## config.mk

```make
export PLATFORM = sky130hd
export DESIGN_NAME = divider_4b
export DESIGN_NICKNAME = d
export VERILOG_FILES = /design/src/rtl/divider_4b.sv
export SDC_FILE = /design/constraint.sdc
export NUM_CORES = 1
export LEC_CHECK = 0
export CAP_MARGIN = 30
export CELL_PAD_IN_SITES_DETAIL_PLACEMENT = 0
export CELL_PAD_IN_SITES_GLOBAL_PLACEMENT = 1
export CORE_MARGIN = 4
export CORE_UTILIZATION = 36
export DETAILED_ROUTE_END_ITERATION = 16
export PLACE_DENSITY_LB_ADDON = 0.1
export SLEW_MARGIN = 20
export SYNTH_ARGS = -nofsm -noshare
export SYNTH_HDL_FRONTEND = slang
export SYNTH_SLANG_ARGS = --single-unit
```

## constraint.sdc

```tcl
create_clock -name clk -period 2.06 [get_ports clk]
set_input_delay 0.515 -clock clk [delete_from_list [all_inputs] [get_ports clk]]
set_output_delay 0.515 -clock clk [all_outputs]
set_load 0.005 [all_outputs]
```

## src/rtl/divider_4b.sv

```systemverilog
// -----------------------------------------------------------------------------
// divider_4b
// Multi-cycle unsigned restoring divider. A request is taken in IDLE, the
// quotient is built one bit per cycle in CALC (W cycles) by trial subtraction,
// and a single-cycle DONE state presents the result. A zero divisor skips CALC
// and reports quotient = all ones, remainder = dividend, div_by_zero = 1.
//
// Ports
//   clk         : clock, all state changes on the rising edge
//   rst_n       : asynchronous active-low reset
//   start       : division request, only honoured in IDLE
//   dividend    : W-bit unsigned numerator, captured with start
//   divisor     : W-bit unsigned denominator, captured with start
//   busy        : high exactly while in CALC
//   done        : one-cycle pulse, high exactly while in DONE
//   quotient    : registered quotient, held until the next completion
//   remainder   : registered remainder, held until the next completion
//   div_by_zero : registered divide-by-zero flag, valid with quotient
// -----------------------------------------------------------------------------
module divider_4b #(
    parameter int W = 4
) (
    input  logic         clk,
    input  logic         rst_n,
    input  logic         start,
    input  logic [W-1:0] dividend,
    input  logic [W-1:0] divisor,
    output logic         busy,
    output logic         done,
    output logic [W-1:0] quotient,
    output logic [W-1:0] remainder,
    output logic         div_by_zero
);

    localparam int            CW       = $clog2(W);
    localparam logic [CW-1:0] CNT_LAST = CW'(W - 1);
    localparam logic [CW-1:0] CNT_ONE  = CW'(1);
    localparam logic [CW-1:0] CNT_ZERO = CW'(0);

    typedef enum logic [1:0] {
        IDLE = 2'd0,
        CALC = 2'd1,
        DONE = 2'd2
    } state_t;

    state_t state_r;
    state_t state_s;

    // dvd_r starts as the dividend; each CALC cycle its MSB feeds the partial
    // remainder and the new quotient bit enters at the LSB, so after W shifts
    // it holds the quotient. This keeps partial results off the output ports.
    logic [W-1:0]  dvd_r;
    logic [W-1:0]  dvs_r;
    logic [W-1:0]  rem_r;
    logic [CW-1:0] cnt_r;

    logic [W:0]    shifted_s;
    logic [W:0]    trial_s;
    logic [W-1:0]  rem_next_s;
    logic          qbit_s;
    logic          accept_s;
    logic          zero_s;
    logic          finish_s;

    // One restoring step: shift in the dividend MSB and try to subtract.
    always_comb begin
        shifted_s = {rem_r, dvd_r[W-1]};
        trial_s   = shifted_s - {1'b0, dvs_r};
        if (trial_s[W] == 1'b0) begin
            qbit_s     = 1'b1;
            rem_next_s = trial_s[W-1:0];
        end else begin
            qbit_s     = 1'b0;
            rem_next_s = shifted_s[W-1:0];
        end
    end

    // Next-state logic and the per-cycle control strobes.
    always_comb begin
        state_s  = state_r;
        accept_s = 1'b0;
        zero_s   = 1'b0;
        finish_s = 1'b0;
        case (state_r)
            IDLE: begin
                if (start == 1'b1) begin
                    accept_s = 1'b1;
                    if (divisor == {W{1'b0}}) begin
                        zero_s  = 1'b1;
                        state_s = DONE;
                    end else begin
                        state_s = CALC;
                    end
                end else begin
                    state_s = IDLE;
                end
            end
            CALC: begin
                if (cnt_r == CNT_ZERO) begin
                    finish_s = 1'b1;
                    state_s  = DONE;
                end else begin
                    state_s = CALC;
                end
            end
            DONE: begin
                state_s = IDLE;
            end
            default: begin
                state_s = IDLE;
            end
        endcase
    end

    // State register; busy/done are registered decodes of the next state.
    always_ff @(posedge clk or negedge rst_n) begin
        if (!rst_n) begin
            state_r <= IDLE;
            busy    <= 1'b0;
            done    <= 1'b0;
        end else begin
            state_r <= state_s;
            busy    <= (state_s == CALC);
            done    <= (state_s == DONE);
        end
    end

    // Operand capture and the iterative datapath.
    always_ff @(posedge clk or negedge rst_n) begin
        if (!rst_n) begin
            dvd_r <= {W{1'b0}};
            dvs_r <= {W{1'b0}};
            rem_r <= {W{1'b0}};
            cnt_r <= CNT_ZERO;
        end else if (accept_s) begin
            dvd_r <= dividend;
            dvs_r <= divisor;
            rem_r <= {W{1'b0}};
            cnt_r <= CNT_LAST;
        end else if (state_r == CALC) begin
            dvd_r <= {dvd_r[W-2:0], qbit_s};
            rem_r <= rem_next_s;
            cnt_r <= cnt_r - CNT_ONE;
        end else begin
            dvd_r <= dvd_r;
            dvs_r <= dvs_r;
            rem_r <= rem_r;
            cnt_r <= cnt_r;
        end
    end

    // Result registers: written only on completion, otherwise held.
    always_ff @(posedge clk or negedge rst_n) begin
        if (!rst_n) begin
            quotient    <= {W{1'b0}};
            remainder   <= {W{1'b0}};
            div_by_zero <= 1'b0;
        end else if (zero_s) begin
            quotient    <= {W{1'b1}};
            remainder   <= dividend;
            div_by_zero <= 1'b1;
        end else if (finish_s) begin
            quotient    <= {dvd_r[W-2:0], qbit_s};
            remainder   <= rem_next_s;
            div_by_zero <= 1'b0;
        end else begin
            quotient    <= quotient;
            remainder   <= remainder;
            div_by_zero <= div_by_zero;
        end
    end

endmodule

```

==> impl_metrics.csv <==
group,metric,value,unit
grt,antenna_found_initial,0,
critical_path,crit_path_start_kind,"register",
pwr,peakVddDrop,0.0009111,V
cells_and_area,drive_gt1_share,25.50,%
grt,grt_pass1_vias,972,
floorplanning,fp-row-count,21,
detailed_routing,post_drt_wl_per_cell,14.58,um
critical_path,crit_buf_inv,2,
detailed_routing,via_per_inst,4.738,
yosys,synth-seq-cells,27,
pwr,combPwrFrac,60.4,%
pwr,power_frac_seq,31.7,%
floorplanning,die_area,4558,sq um
critical_path,required,2.34,ns
critical_path,cp_common_cell,"inv_2",
clock_tree,path_clk_slew,0.16,ns
placed_design,dpl_cell_area,1609,sq um
pwr,pwr-share-clk,8.0,%
critical_path,crit_path_end_kind,"register",
detailed_routing,routed_wl,2844,um
timing,hold_viol,0,
pwr,p_per_area,1771,nW/um^2
grt,grt_max_degree,28,
floorplanning,die_h,67.51,um
yosys,syn_avg_cell_area,11.49,sq um
timing,tns,-0.2800,ns
status,violations,"negative setup slack",
floorplanning,start_util,37.62,%
clock_tree,tritoncts,"built",
floorplanning,design.core.area,3390,sq um
critical_path,cp-startpoint,"dvd_r[3]",
placed_design,port_buffers,21,
clock_tree,cts_made_buffers,3,
yosys,synth_ff_type,"dfrtp_1",
yosys,synth_edf_count,0,
yosys,syn_inst,111,
pwr,internal-power,0.001887,W
placed_design,dp.cells,187,
cells_and_area,finalNonFillerCells,195,
cells_and_area,final_cell_mix,"dfrtp_1, clkdlybuf4s50_1, nand2_1, buf_4",
grt,grt_pass1_wl,4795,um
detailed_routing,firstDrtPassIters,4,
worst_hold_path,hp-class,"register to register",
timing,relSlewSlack,68.13,%
cells_and_area,final_area,1718,sq um
critical_path,cp_slowest_stage_delay,0.42,ns
detailed_routing,drc,0,
clock_tree,htreeDepth,1,
placed_design,hpwl,2141,um
detailed_routing,drt_iter0_drc,27,
floorplanning,io_pins,22,
yosys,async_flop_share,100.0,%
critical_path,arrival,2.39,ns
grt,grt_usage,14.50,%
yosys,synth_cell_types,33,
worst_hold_path,hold_start,"cnt_r[0]",
detailed_routing,vias,924,
yosys,syn_area,1275,sq um
critical_path,crit_type,"register to register",
timing,worst_pin_slew,0.4771,ns
status,outcome,"finished, violations left",
yosys,synth_warnings,0,
pwr,swShare,37.99,%
critical_path,critical_path.cell_chain,"inv_2 > ha_4 > inv_2 > fa_2 > a21o_1 > a21oi_4 > xnor2_4 > mux2_4 > o21ai_2",
critical_path,reg2reg_from,"dvd_r[3]",
timing,fin_crit,2.109,ns
yosys,syn_nets,128,
cells_and_area,syn_to_final_growth,34.74,%
cells_and_area,final.fill_count,307,
cells_and_area,num_antenna_cells,0,
timing,drv_slew,0,
timing,period_share,102.4,%
clock_tree,clock_latency,0.33,ns
timing,fmax,0.4743,GHz
clock_tree,cts.sinks,27,
timing,finClkSkew,0.007192,ns
cells_and_area,nets,167,
grt,overflow,0,
timing,setup_violations,9,
critical_path,path_max_fanout,6,
detailed_routing,ant_nets,0,
critical_path,crit_family,"compound AO/OA/AOI/OAI gates",
job,maxCapViolCount,0,
clock_tree,cts-root-buf,"clkbuf_4",
critical_path,cp_slowest_cell,"dfrtp_1",
pwr,power.switching,0.001156,W
pwr,leakage,0.7611,nW
floorplanning,die_w,67.51,um
placed_design,place.gp.congestion,0.8156,
cells_and_area,layout_commonest_cell,"dfrtp_1",
yosys,yosysSeqAreaShare,52.99,%
timing,rsz0062_at_grt,"yes",
timing,fin_ws,-0.04858,ns
clock_tree,clk_path_buf_depth,2,
[layout make-up]
type / count / area [sq um] / area share [%]
clock buffer: 3 / 22.52 / 1.311
clock inverter: 1 / 7.507 / 0.4370
inverter: 11 / 41.29 / 2.403
multi-input combinational: 71 / 586.8 / 34.16
sequential: 27 / 675.6 / 39.33
tap: 46 / 57.56 / 3.350
timing repair buffer: 36 / 326.6 / 19.01
[path summary, 6_finish.rpt]
kind                            slack [ns]           end  cells past startpoint
min in group asynchronous             0.52          busy                      2
worst max register to register       -0.05  remainder[0]                      9
worst min-delay path                  0.50      cnt_r[0]                      1
worst min register to register        0.50      cnt_r[0]                      1
worst max-delay path                 -0.05  remainder[0]                      9
max in group asynchronous             1.28  remainder[3]                      2
[cell usage after synthesis, drive strengths merged, types with 2 or more instances]
cell type / n / area share (%)
a21o: 2 / 1.3
a22oi: 8 / 4.7
o21ai: 15 / 6.5
mux2i: 3 / 2.4
inv: 11 / 3.2
nor2b: 2 / 0.98
o22ai: 2 / 0.98
a21oi: 2 / 2.0
mux2: 2 / 2.1
dfrtp: 27 / 53
ha: 5 / 4.9
o22a: 4 / 2.8
xnor2: 2 / 2.0
nand2: 14 / 4.1
buf: 2 / 1.3
[power by group through the flow]
stage / Combinational, W / Clock [W] / Sequential [W]
after floorplan: 0.000967 / 0 / 0.000918
after global placement: 0.00150 / 0 / 0.000961
after detailed placement: 0.00152 / 0 / 0.000966
after CTS: 0.00172 / 0.000251 / 0.000965
after global routing: 0.00203 / 0.000267 / 0.000999
final: 0.00184 / 0.000242 / 0.000964
[flip-flops by register name, summed over array words and instances, names as in the netlist]
| name | count |
|---|---|
| dvd_r | 4 |
| cnt_r | 2 |
| div_by_zero | 1 |
| rem_r | 4 |
| done | 1 |
| state_r | 2 |
| remainder | 4 |
| quotient | 4 |
| busy | 1 |
| dvs_r | 4 |
[routing by layer]
layer,global-route usage (%),routed length (um)
met3,3.661,84
met2,24.42,1413
met1,17.97,1301
met5,0,0
met4,4.810,44
[stage by stage]
stage                     worst slack [ns]  utilization [%]  hold WS (ns)  total power [W]
after CTS                         -0.03898            50.13        0.5089         0.002934
final                             -0.04858            50.68        0.4992         0.003043
after floorplan                    0.02510                -        0.2194         0.001886
after detailed placement          -0.07705            47.47        0.4701         0.002484
after global routing               -0.1588            50.68        0.5262         0.003293
after global placement            -0.07949            47.47        0.4626         0.002457
[logic make-up after synthesis]
| group | after synthesis | synth area share, % |
|---|---|---|
| DFF | 27 | 52.99 |
| and+or+nand+nor | 21 | 8.735 |
| adders and majority gates | 6 | 6.477 |
| xor gates and xnor gates | 3 | 2.650 |
| AOI/OAI and AO/OA | 36 | 20.22 |
| buffers and inverters | 13 | 4.514 |
| muxes | 5 | 4.416 |
[what timing repair did]
action / in CTS / in global routing
endpoints found under the setup margin: 9 / 10
setup buffers: 3 / 1
gates resized for setup: 12 / 5
hold buffers: 0 / 0
pin swaps: 4 / 4
No activity file was read; power rests on OpenSTA's default activity.
